<file path="src/rtl/neuron_mac_0_14_7_pkg.sv">
// rtl/neuron_mac_0_14_7_pkg.sv - shared fixed-point constants and FSM encoding for the neuron MAC
package neuron_mac_0_14_7_pkg;

  localparam int DATA_W      = 16;
  localparam int FRAC_BITS_D = 8;
  localparam int ACC_W_D     = 40;
  localparam int N_IN_D      = 28;
  localparam int W_ADDR_W    = 5;

  localparam int SAT_MAX = (1 <<< (DATA_W - 1)) - 1;
  localparam int SAT_MIN = -(1 <<< (DATA_W - 1));

  typedef enum logic [2:0] {
    ST_IDLE = 3'd0,
    ST_RUN  = 3'd1,
    ST_TAIL = 3'd2,
    ST_BIAS = 3'd3,
    ST_OUT  = 3'd4
  } state_t;

endpackage

</file>
<file path="src/rtl/neuron_mac_0_14_7_if.sv">
// rtl/neuron_mac_0_14_7_if.sv - control, activation stream, weight BRAM and result handshake bundle
interface neuron_mac_0_14_7_if;
  import neuron_mac_0_14_7_pkg::*;

  logic                start;
  logic [DATA_W-1:0]   bias;
  logic                busy;
  logic [DATA_W-1:0]   x_in;
  logic                x_valid;
  logic                x_ready;
  logic [W_ADDR_W-1:0] w_addr;
  logic                w_en;
  logic                w_we;
  logic [DATA_W-1:0]   w_do;
  logic [DATA_W-1:0]   y_out;
  logic                y_valid;
  logic                y_ready;

  modport slave (
    input  start, bias, x_in, x_valid, w_do, y_ready,
    output busy, x_ready, w_addr, w_en, w_we, y_out, y_valid
  );

  modport master (
    output start, bias, x_in, x_valid, w_do, y_ready,
    input  busy, x_ready, w_addr, w_en, w_we, y_out, y_valid
  );

endinterface

</file>
<file path="src/rtl/neuron_mac_0_14_7_sat.sv">
// rtl/neuron_mac_0_14_7_sat.sv - drop fraction bits of the accumulator, saturate, optional ReLU
module fxp_sat_relu
  import neuron_mac_0_14_7_pkg::*;
#(
  parameter int ACC_W     = ACC_W_D,
  parameter int FRAC_BITS = FRAC_BITS_D,
  parameter bit RELU      = 1'b1
) (
  input  logic signed [ACC_W-1:0] acc_i,
  output logic [DATA_W-1:0]       y_o
);

  localparam logic signed [ACC_W-1:0] HI = ACC_W'(SAT_MAX);
  localparam logic signed [ACC_W-1:0] LO = ACC_W'(SAT_MIN);

  logic signed [ACC_W-1:0] r;

  // Arithmetic shift floors toward -inf, matching the Q-format truncation rule.
  assign r = acc_i >>> FRAC_BITS;

  always_comb begin
    y_o = r[DATA_W-1:0];
    if (r > HI) begin
      y_o = DATA_W'(SAT_MAX);
    end else if (r < LO) begin
      y_o = DATA_W'(SAT_MIN);
    end
    if (RELU && r[ACC_W-1]) begin
      y_o = '0;
    end
  end

endmodule

</file>
<file path="src/rtl/neuron_mac_0_14_7.sv">
// rtl/neuron_mac_0_14_7.sv - streams N_IN activations against one weight BRAM, accumulates, adds bias, emits one output
module neuron_mac_0_14_7
  import neuron_mac_0_14_7_pkg::*;
#(
  parameter int N_IN      = N_IN_D,
  parameter int FRAC_BITS = FRAC_BITS_D,
  parameter int ACC_W     = ACC_W_D,
  parameter bit RELU      = 1'b1
) (
  input  logic                   clk,
  input  logic                   rst,
  neuron_mac_0_14_7_if.slave     bus
);

  localparam logic [W_ADDR_W-1:0] LAST = W_ADDR_W'(N_IN - 1);
  localparam int                  PW   = 2 * DATA_W;

  state_t                     state_q, state_d;
  logic [W_ADDR_W-1:0]        cnt_q, cnt_d;
  logic signed [ACC_W-1:0]    acc_q, acc_d;
  logic signed [PW-1:0]       prod_q, prod_d;
  logic                       pv_q, pv_d;
  logic signed [DATA_W-1:0]   bias_q, bias_d;
  logic [DATA_W-1:0]          y_q, y_d;
  logic                       yv_q, yv_d;
  logic [DATA_W-1:0]          sat_y;
  logic                       xfer;

  assign xfer = bus.x_valid && (state_q == ST_RUN);

  fxp_sat_relu #(
    .ACC_W     (ACC_W),
    .FRAC_BITS (FRAC_BITS),
    .RELU      (RELU)
  ) u_sat (
    .acc_i (acc_q),
    .y_o   (sat_y)
  );

  always_ff @(posedge clk or posedge rst) begin
    if (rst) begin
      state_q <= ST_IDLE;
      cnt_q   <= '0;
      acc_q   <= '0;
      prod_q  <= '0;
      pv_q    <= 1'b0;
      bias_q  <= '0;
      y_q     <= '0;
      yv_q    <= 1'b0;
    end else begin
      state_q <= state_d;
      cnt_q   <= cnt_d;
      acc_q   <= acc_d;
      prod_q  <= prod_d;
      pv_q    <= pv_d;
      bias_q  <= bias_d;
      y_q     <= y_d;
      yv_q    <= yv_d;
    end
  end

  always_comb begin
    state_d = state_q;
    case (state_q)
      ST_IDLE: if (bus.start) state_d = ST_RUN;
      ST_RUN:  if (xfer && cnt_q == LAST) state_d = ST_TAIL;
      ST_TAIL: state_d = ST_BIAS;
      ST_BIAS: state_d = ST_OUT;
      ST_OUT:  if (yv_q && bus.y_ready) state_d = ST_IDLE;
      default: state_d = ST_IDLE;
    endcase
  end

  // Datapath: the product of one transfer is folded into acc on the following edge,
  // overlapping with the next transfer, so TAIL only drains the last product.
  always_comb begin
    cnt_d  = cnt_q;
    acc_d  = acc_q;
    prod_d = prod_q;
    pv_d   = 1'b0;
    bias_d = bias_q;
    y_d    = y_q;
    yv_d   = yv_q;
    if (pv_q) begin
      acc_d = acc_q + ACC_W'(prod_q);
    end
    case (state_q)
      ST_IDLE: begin
        if (bus.start) begin
          cnt_d  = '0;
          acc_d  = '0;
          bias_d = bus.bias;
        end
      end
      ST_RUN: begin
        if (xfer) begin
          prod_d = PW'($signed(bus.x_in)) * PW'($signed(bus.w_do));
          pv_d   = 1'b1;
          cnt_d  = (cnt_q == LAST) ? '0 : cnt_q + W_ADDR_W'(1);
        end
      end
      ST_BIAS: begin
        acc_d = acc_d + (ACC_W'(bias_q) <<< FRAC_BITS);
      end
      ST_OUT: begin
        if (!yv_q) begin
          y_d  = sat_y;
          yv_d = 1'b1;
        end else if (bus.y_ready) begin
          yv_d = 1'b0;
        end
      end
      default: ;
    endcase
  end

  always_comb begin
    bus.busy    = (state_q != ST_IDLE);
    bus.x_ready = (state_q == ST_RUN);
    bus.w_en    = (state_q == ST_RUN);
    bus.w_we    = 1'b0;
    bus.w_addr  = cnt_q;
    bus.y_out   = y_q;
    bus.y_valid = yv_q;
  end

endmodule

</file>
<file path="src/flat_wrapper.sv">
// flat-port wrapper written by rule: the top's interface ports become plain ports
module neuron_mac_0_14_7_flat import neuron_mac_0_14_7_pkg::*;
#(
  parameter int N_IN      = N_IN_D,
  parameter int FRAC_BITS = FRAC_BITS_D,
  parameter int ACC_W     = ACC_W_D,
  parameter bit RELU      = 1'b1
)
  (clk, rst, bus_start, bus_bias, bus_x_in, bus_x_valid, bus_w_do, bus_y_ready, bus_busy, bus_x_ready, bus_w_addr, bus_w_en, bus_w_we, bus_y_out, bus_y_valid);
  neuron_mac_0_14_7_if bus_i ();
  input  logic clk;
  input  logic rst;
  input wire logic [$bits(bus_i.start)-1:0] bus_start;
  input wire logic [$bits(bus_i.bias)-1:0] bus_bias;
  input wire logic [$bits(bus_i.x_in)-1:0] bus_x_in;
  input wire logic [$bits(bus_i.x_valid)-1:0] bus_x_valid;
  input wire logic [$bits(bus_i.w_do)-1:0] bus_w_do;
  input wire logic [$bits(bus_i.y_ready)-1:0] bus_y_ready;
  output wire logic [$bits(bus_i.busy)-1:0] bus_busy;
  output wire logic [$bits(bus_i.x_ready)-1:0] bus_x_ready;
  output wire logic [$bits(bus_i.w_addr)-1:0] bus_w_addr;
  output wire logic [$bits(bus_i.w_en)-1:0] bus_w_en;
  output wire logic [$bits(bus_i.w_we)-1:0] bus_w_we;
  output wire logic [$bits(bus_i.y_out)-1:0] bus_y_out;
  output wire logic [$bits(bus_i.y_valid)-1:0] bus_y_valid;
  assign bus_i.start = bus_start;
  assign bus_i.bias = bus_bias;
  assign bus_i.x_in = bus_x_in;
  assign bus_i.x_valid = bus_x_valid;
  assign bus_i.w_do = bus_w_do;
  assign bus_i.y_ready = bus_y_ready;
  assign bus_busy = bus_i.busy;
  assign bus_x_ready = bus_i.x_ready;
  assign bus_w_addr = bus_i.w_addr;
  assign bus_w_en = bus_i.w_en;
  assign bus_w_we = bus_i.w_we;
  assign bus_y_out = bus_i.y_out;
  assign bus_y_valid = bus_i.y_valid;
  neuron_mac_0_14_7 #(.N_IN(N_IN), .FRAC_BITS(FRAC_BITS), .ACC_W(ACC_W), .RELU(RELU)) u_core (.clk(clk), .rst(rst), .bus(bus_i));
endmodule
</file>
<file path="config.mk">
export PLATFORM = sky130hd
export DESIGN_NAME = neuron_mac_0_14_7_flat
export DESIGN_NICKNAME = d
export VERILOG_FILES = /design/src/rtl/neuron_mac_0_14_7_pkg.sv /design/src/rtl/neuron_mac_0_14_7_if.sv /design/src/rtl/neuron_mac_0_14_7_sat.sv /design/src/rtl/neuron_mac_0_14_7.sv /design/src/flat_wrapper.sv
export SDC_FILE = /design/constraint.sdc
export NUM_CORES = 1
export LEC_CHECK = 0
export CORE_MARGIN = 5
export CORE_UTILIZATION = 60
export CTS_BUF_LIST = sky130_fd_sc_hd__clkbuf_8 sky130_fd_sc_hd__clkbuf_16
export CTS_CLUSTER_SIZE = 25
export DETAILED_ROUTE_END_ITERATION = 7
export GPL_TIMING_DRIVEN = 1
export PLACE_DENSITY = 0.79
export SLEW_MARGIN = 40
export SYNTH_ARGS = -nofsm -noshare
export SYNTH_HDL_FRONTEND = slang
export SYNTH_HIERARCHICAL = 1
export SYNTH_SLANG_ARGS = --single-unit
</file>
<file path="constraint.sdc">
create_clock -name clk -period 9.2 [get_ports clk]
set_clock_uncertainty 0.1 [all_clocks]
set_input_delay 1.84 -clock clk [delete_from_list [all_inputs] [get_ports clk]]
set_output_delay 1.84 -clock clk [all_outputs]
set_load 0.03 [all_outputs]
</file>
==> reports/summary.txt <==
Mapped Cells: 2030
Total vias in the final route: 13946
Drt wl/cell: 17.00 um
Post-synthesis area per instance: 8.977 sq um
Cell with the most instances after synthesis: sky130_fd_sc_hd__inv_1
Number of enable-type register cells in the synthesized netlist: 0
PostCTS Resize Cnt: 0
Placement row count: 63
Total CTS buffers: 17
# Max-Cap Violations: 0
Setup repair after global routing missed its margin: no
Worst setup SP type: input pin
Largest cells by area after synthesis: sky130_fd_sc_hd__fa_1 (29%), sky130_fd_sc_hd__dfrtp_1 (16%), sky130_fd_sc_hd__ha_1 (11%)
Initial antenna violation count: 0
Count of yosys warnings during synthesis: 6
Post-synthesis instance area: 18220 sq um
Fill cells: 2372
Width of the die: 184.3 um
Vias per inst: 5.639
Data required time at the worst endpoint: 9.42 ns
Final Max Tran Viols: 0
Port buffer count: 77
Number of nets in the layout: 2541
Global-route congestion overflow total: 0
HP Class: reg -> reg
Number of nets produced by synthesis: 2500
Total wire length: 42.04 mm
Count of nets left with antenna violations after detail routing: 0
Buffer type at the clock tree root: sky130_fd_sc_hd__clkbuf_16
Drt pass-1 iters: 5
Critical-path maximum fanout: 16
Share of Yosys cell area claimed by the top area cell type: 29.00%
Area of the die: 33960 sq um
Fraction of synthesis flops using an asynchronous set or reset pin: 100.0%
Predominant post-synthesis flop cell: sky130_fd_sc_hd__dfrtp_1
Worst relative slew slack: 49.71%
Fraction of the cycle the final worst path needs: 92.56%
Number of remaining DRC errors: 0
Top-Level Pins: 79
Sequential fraction of the synthesis area: 15.66%
Core box area: 29800 sq um
Starting density of the core: 61.16%
H-tree levels: 4
Run status: completed
#FFs+latches synth: 114
Die extent in y: 184.3 um
Sinks on Clock Net: 114
Crit path kind: in -> reg
Final-report setup violation count: 0
Post-synthesis cell type with the largest combined area: sky130_fd_sc_hd__fa_1
CTS tree: built
Final hold violation count: 0
Largest net degree at the start of global routing: 64
GPL Wtd Cong: 0.9373
Layout Area Growth over Synthesis: 9.318%
First-pass GRT wire length: 71.40 mm
Maximum buffer depth of the clock tree: 2
Arrival time of data at the critical path endpoint: 8.74 ns
Violation count after the first detailed-route iteration: 903
Cts hold-fix bufs: 0
Final-layout setup total negative slack: 0 ns
Final HPWL DP: 34.09 mm
Clock latency reported for the late side of the worst-skew pair: 0.41 ns
Commonest cells in the netlist: sky130_fd_sc_hd__inv_1 (349), sky130_fd_sc_hd__fa_1 (264), sky130_fd_sc_hd__nand2_1 (247)
Netlist cell types: 75
Setup crit end kind: flip-flop
Via count of the first global-routing pass: 14544
Min cycle time layout: 8.516 ns
Fraction of layout instances using a drive strength above 1: 6.481%
GRT Overall Usage: 25.51%
Number of antenna repair diodes: 0
Transition time of the tightest slew-check pin: 0.7543 ns
Peak Freq: 117.4 MHz
# Post-CTS Setup Buffers: 0
CTS clock-pin slew for the worst setup and hold paths: 0.05 ns
## metrics by stage
| step | hold slack (ns) | cell area [sq um] | utilization [%] | worst slack (ns) | instances |
|---|---|---|---|---|---|
| 2_1_floorplan | 0.3428 | 18220 | - | 1.387 | 2030 |
| 5_1_grt | 0.4200 | 19920 | 66.86 | 0.2997 | 2473 |
| 4_1_cts | 0.3913 | 19910 | 66.83 | 0.7409 | 2473 |
| 3_3_place_gp | 0.3677 | 19300 | 64.79 | 0.4676 | 2441 |
| 6_report | 0.3853 | 19920 | 66.86 | 0.6844 | 2473 |
| 3_5_place_dp | 0.3795 | 19310 | 64.81 | 0.3132 | 2442 |
## per-layer routing
layer / GRT usage, % / wire (um) / vias to the layer above
met5: 0 / 0 / -
met4: 5.827 / 608 / 0
met3: 4.164 / 2871 / 44
met2: 42.15 / 19900 / 495
met1: 35.76 / 18660 / 6831
li1: - / - / 6576
## path summary, 6_finish.rpt
kind	startpoint	to	slack (ns)	cells past startpoint
setup / recovery	bus_w_do[1]	u_core/prod_q[30]$_DFFE_PP0P_	0.68	24
hold / removal	u_core/prod_q[26]$_DFFE_PP0P_	u_core/prod_q[26]$_DFFE_PP0P_	0.39	2
setup reg to reg	u_core/acc_q[9]$_DFF_PP0_	u_core/acc_q[38]$_DFF_PP0_	3.33	23
hold reg to reg	u_core/prod_q[26]$_DFFE_PP0P_	u_core/prod_q[26]$_DFFE_PP0P_	0.39	2
max in group asynchronous	rst	u_core/acc_q[28]$_DFF_PP0_	6.22	3
min in group asynchronous	rst	u_core/bias_q[2]$_DFFE_PP0P_	1.80	2
## kinds of logic (layout without fill, tap and decap cells)
kind of cell,count (synthesis),count (layout),synth area share (%)
AND/OR/NAND/NOR,544,544,14.22
buffers and inverters,426,479,9.015
adder cells (fa/ha/maj),417,417,39.51
AO/OA/AOI/OAI,359,359,12.59
flip-flops,114,114,15.66
XOR/XNOR,99,99,4.758
multiplexers,69,69,4.216
other,2,2,0.04121
## cell usage in the layout, fill, tap and decap left out, types with 4 or more instances in the layout
master,Yosys,layout
sky130_fd_sc_hd__nor2_1,67,66
sky130_fd_sc_hd__nor2b_1,13,13
sky130_fd_sc_hd__xor2_1,44,44
sky130_fd_sc_hd__nand2b_1,20,20
sky130_fd_sc_hd__a21o_1,58,57
sky130_fd_sc_hd__nand3_1,19,19
sky130_fd_sc_hd__nand2_1,247,247
sky130_fd_sc_hd__o2bb2ai_1,4,4
sky130_fd_sc_hd__a21oi_1,101,101
sky130_fd_sc_hd__buf_4,3,19
sky130_fd_sc_hd__dfrtp_1,114,112
sky130_fd_sc_hd__and3_1,11,11
sky130_fd_sc_hd__clkbuf_16,0,17
sky130_fd_sc_hd__ha_1,153,153
sky130_fd_sc_hd__mux2_2,58,58
sky130_fd_sc_hd__o21ai_0,96,96
sky130_fd_sc_hd__mux2i_1,10,10
sky130_fd_sc_hd__clkdlybuf4s50_1,0,77
sky130_fd_sc_hd__o31ai_1,5,5
sky130_fd_sc_hd__clkinvlp_4,0,5
sky130_fd_sc_hd__a21oi_2,10,10
sky130_fd_sc_hd__a22o_1,10,10
sky130_fd_sc_hd__and2_1,114,114
sky130_fd_sc_hd__nor3_1,25,25
sky130_fd_sc_hd__o21a_1,10,10
sky130_fd_sc_hd__a311o_1,4,4
sky130_fd_sc_hd__o21bai_1,8,8
sky130_fd_sc_hd__a211oi_1,9,9
sky130_fd_sc_hd__fa_1,264,264
sky130_fd_sc_hd__nand4_1,7,7
sky130_fd_sc_hd__a31oi_1,9,9
sky130_fd_sc_hd__o211ai_1,4,4
sky130_fd_sc_hd__inv_1,349,349
sky130_fd_sc_hd__xnor2_1,55,55
## worst max-delay path: stages
cell	delay (ns)
sky130_fd_sc_hd__clkdlybuf4s50_1	0.89
sky130_fd_sc_hd__nand2_1	0.18
sky130_fd_sc_hd__fa_1	0.54
sky130_fd_sc_hd__fa_1	0.51
sky130_fd_sc_hd__fa_1	0.51
sky130_fd_sc_hd__inv_1	0.05
sky130_fd_sc_hd__fa_1	0.49
sky130_fd_sc_hd__fa_1	0.51
sky130_fd_sc_hd__inv_1	0.05
sky130_fd_sc_hd__fa_1	0.47
sky130_fd_sc_hd__inv_1	0.04
sky130_fd_sc_hd__ha_1	0.35
sky130_fd_sc_hd__a21o_1	0.20
sky130_fd_sc_hd__a21o_1	0.18
sky130_fd_sc_hd__a221o_1	0.33
sky130_fd_sc_hd__a21oi_1	0.18
sky130_fd_sc_hd__o311ai_0	0.22
sky130_fd_sc_hd__nand2_1	0.17
sky130_fd_sc_hd__o2111ai_1	0.14
sky130_fd_sc_hd__a21oi_1	0.23
sky130_fd_sc_hd__nor2b_1	0.07
sky130_fd_sc_hd__o21a_1	0.19
sky130_fd_sc_hd__o21a_1	0.17
sky130_fd_sc_hd__o31ai_1	0.21
## cell type report
cell class	count	area, sq um	share of cell area, %
multi-input cells	1490	13730	68.93
flip-flops and latches	114	2855	14.33
inverters	351	1320	6.626
repair buffers	97	924.6	4.642
well taps	390	488.0	2.450
clock buffers	18	439.2	2.205
clock inverters	13	162.7	0.8165
## sequential cells by signal, indices dropped and copies added, names as in the netlist
signal	count
u_core/pv_q	1
u_core/bus.w_addr	5
u_core/prod_q	32
u_core/bus.y_valid	1
u_core/bias_q	16
u_core/state_q	3
u_core/bus.y_out	16
u_core/acc_q	40
Power is not shown: default switching activity piles up to over one toggle a cycle in this logic, so the estimate is an artifact.
==> variant 1 (same settings) <==
Encoding of `state_t`: now one-hot (5 bits for 5 states).
--- a/src/rtl/neuron_mac_0_14_7_pkg.sv
+++ b/src/rtl/neuron_mac_0_14_7_pkg.sv
@@ -10,12 +10,12 @@
   localparam int SAT_MAX = (1 <<< (DATA_W - 1)) - 1;
   localparam int SAT_MIN = -(1 <<< (DATA_W - 1));
 
-  typedef enum logic [2:0] {
-    ST_IDLE = 3'd0,
-    ST_RUN  = 3'd1,
-    ST_TAIL = 3'd2,
-    ST_BIAS = 3'd3,
-    ST_OUT  = 3'd4
+  typedef enum logic [4:0] {
+    ST_IDLE = 5'b00001,
+    ST_RUN  = 5'b00010,
+    ST_TAIL = 5'b00100,
+    ST_BIAS = 5'b01000,
+    ST_OUT  = 5'b10000
   } state_t;
 
 endpackage
Function: no difference found for any inputs over 10 cycles, from zero or initial values and one cycle with rst high; not proved beyond that.
==> variant 1 against the original RTL <==
  * Fmax rose by 2.2%
  * Worst hold slack gained 0.0026 ns
  * Sequential cell count grew 2
  * Routed wire length is 3.9% higher
  * Global-route usage rose by 0.73 points
  * Non-clock buffer count shrank 12
  * Count of clock-buffer cells in the layout shrank 1
  * Worst setup slack better by 0.18 ns
  * Design area rose by 1.2%
  * Area after synthesis rose by 2.0%
Power is not shown: default switching activity piles up to over one toggle a cycle in this logic, so the estimate is an artifact.
==> variant 1: results (changes against the original RTL) <==
metric;value;unit;change
min-delay src;u_core/prod_q[2];;
DRT iter0 DRCs;1001;;+11%
crit path launch;bus_w_do[5];;
#MultiIn Comb;1545;;+3.7%
reg-to-reg setup timing slack;3.38;ns;+0.05 ns
WL/cell;17.2;um;+1.5%
Max Freq;120;MHz;+2.2%
Worst R2R Path Depth;21;;-8.7%
Inverters, non-clock;359;;+2.3%
gr usage total;26.2;%;+0.73 points
async set or reset register ratio after synthesis;100;%;unchanged
# hold bufs at CTS;0;;unchanged
fillcell total;2525;;+6.5%
status;finished clean;;
ranking of synthesized cells by area;fa_1, dfrtp_1, ha_1;;
final core utilization;65.9;%;-0.93 points
Net Count, Synth;2565;;+2.6%
hold endpoint;u_core/prod_q[2];;
area of the multi-input gates;14000;um2;+2.0%
number of synthesis warnings;6;;unchanged
worst skew pair latency;0.43;ns;+0.02 ns
design area;20200;um2;+1.2%
non-clk buf share;4.14;%;-0.50 points
Post-Layout Cell Count;2533;;+2.4%
routability congestion estimate;0.919;;-1.9%
Synth cell types;91;;+21%
Ant. Diodes;0;;unchanged
via count;14700;;+5.2%
FF+latch area;2910;um2;+1.8%
clock buf count;17;;-1
Hold WS;0.388;ns;+0.00258 ns
HPWL Detailed;35000;um;+2.7%
Place WS;0.460;ns;+0.147 ns
post-synthesis sequential area ratio;15.6;%;-0.029 points
seq_cells;116;;+1.8%
Synth Instances;2095;;+3.2%
global-route wire length before repair;73600;um;+3.1%
Rel. slew slack;41.7;%;-8.0 points
bufs w/o clock;85;;-12%
largest net degree at the start of global routing;65;;+1.6%
initial antenna violation count;0;;unchanged
Clock-cell share;2.85;%;-0.17 points
data arrival time of the critical path;8.53;ns;-0.21 ns
top post-synthesis cells by count;inv_1, nand2_1, fa_1;;
slowest stage delay, CP;0.86;ns;-0.03 ns
worst r2r src;u_core/prod_q[0];;
layout cells sized above 1;5.43;%;-1.1 points
H-tree depth;4;;unchanged
==> variant 1: cell count changes after synthesis, moves of 7 or more <==
cell      unedited run  this run
nand2_1            247       281
xnor2_1             55        66
o21ai_0             96        57
and2_1             114       126
inv_1              349       356
o21ai_1              1        26
a21o_1              58        50
clkbuf_1            67        58
a21oi_1            101        90
mux2_2              58        37
o21bai_1             8        17
xor2_1              44        31
==> variant 1: routing by layer <==
metal  GRT usage, %  routed length [um]
met1           34.8               18000
met2           44.3               22000
met3           3.69                2210
met4           9.33                1450
met5              0                   0
==> variant 1: kinds of logic (layout without fill, tap and decap cells) <==
family	after synthesis	in the layout	share of synthesized area, %
xor+xnor	97	97	4.57
buf+inv	434	476	9.08
compound gates	366	366	13.3
other cells	2	2	0.0404
mux	48	48	2.86
simple gates	615	615	15.8
fa+ha+maj	417	417	38.7
flops	116	116	15.6
==> variant 2 (same settings) <==
Without the edit above. Set the package constant `ACC_W_D` to 60 (it was 40).
--- a/src/rtl/neuron_mac_0_14_7_pkg.sv
+++ b/src/rtl/neuron_mac_0_14_7_pkg.sv
@@ -3,7 +3,7 @@
 
   localparam int DATA_W      = 16;
   localparam int FRAC_BITS_D = 8;
-  localparam int ACC_W_D     = 40;
+  localparam int ACC_W_D     = 60;
   localparam int N_IN_D      = 28;
   localparam int W_ADDR_W    = 5;
 
Check against the original RTL: same outputs for any inputs over 10 cycles, from zero or initial values and one cycle with rst high; that may be too few to reach the edited logic, so the function may still have changed.
==> variant 2 against the original RTL <==
  * Area after synthesis increased by 22%
  * Sequential cell count increased by 20
  * Worst setup slack worse by 0.23 ns
  * Global-route usage increased by 2.1 points
  * Routed wire length grew 34%
  * Design area increased by 21%
Power is not shown: default switching activity piles up to over one toggle a cycle in this logic, so the estimate is an artifact.
==> variant 2: results (changes against the original RTL) <==
metric;value;unit;change
global-route wire length before repair;93700;um;+31%
sequential share of cell area;13.9;%;-0.43 points
area of the multi-input gates;16900;um2;+23%
flops & latches, synth;134;;+18%
#MultiIn Comb;1971;;+32%
final core utilization;66.1;%;-0.76 points
FF+latch area;3360;um2;+18%
worst skew pair latency;0.44;ns;+0.03 ns
Placement Cell Area;23500;um2;+22%
Synth cell types;85;;+13%
vias in the first global route;19000;;+30%
Avg Cell Area, Syn;8.53;um2;-4.9%
area share of fa/ha/maj cells after synthesis;35.1;%;-4.5 points
non-clk buf share;4.88;%;+0.24 points
Regs by FF count;u_core/acc_q x60, u_core/prod_q x32;;
Tightest Pin Transition;0.828;ns;+0.0742 ns
XOR/XNOR share of the synthesized area;5.18;%;+0.42 points
routability congestion estimate;0.957;;+2.1%
largest net degree at the start of global routing;68;;+6.3%
Area growth syn-to-layout;9.01;%;
post-synthesis compound-gate area fraction;16.0;%;+3.4 points
nets;3157;;+24%
post-synthesis mux area share;3.43;%;-0.79 points
via count;18600;;+33%
status;finished clean;;
data arrival time of the critical path;8.94;ns;+0.20 ns
variant 2: path summary, 6_finish.rpt:
path                                  start                 to  slack [ns]  cells past startpoint
setup / recovery                bus_w_do[4]  u_core/prod_q[30]        0.45                     24
hold / removal             u_core/prod_q[0]   u_core/prod_q[0]        0.38                      2
setup reg to reg            u_core/acc_q[0]   u_core/acc_q[58]        2.57                     23
hold reg to reg            u_core/prod_q[0]   u_core/prod_q[0]        0.38                      2
max in group asynchronous               rst    u_core/acc_q[2]        6.05                      4
min in group asynchronous               rst  u_core/state_q[2]        1.78                      2
variant 2: layer usage:
layer | vias to the layer above | part of all wire, % | wire [um] | global-route usage [%]
li1 | 8667 | - | - | -
met1 | 9215 | 43 | 24000 | 38.0
met2 | 636 | 48 | 27200 | 45.8
met4 | 0 | 2.2 | 1270 | 7.18
met5 | - | 0 | 0 | 0
met3 | 93 | 7.0 | 3950 | 4.54
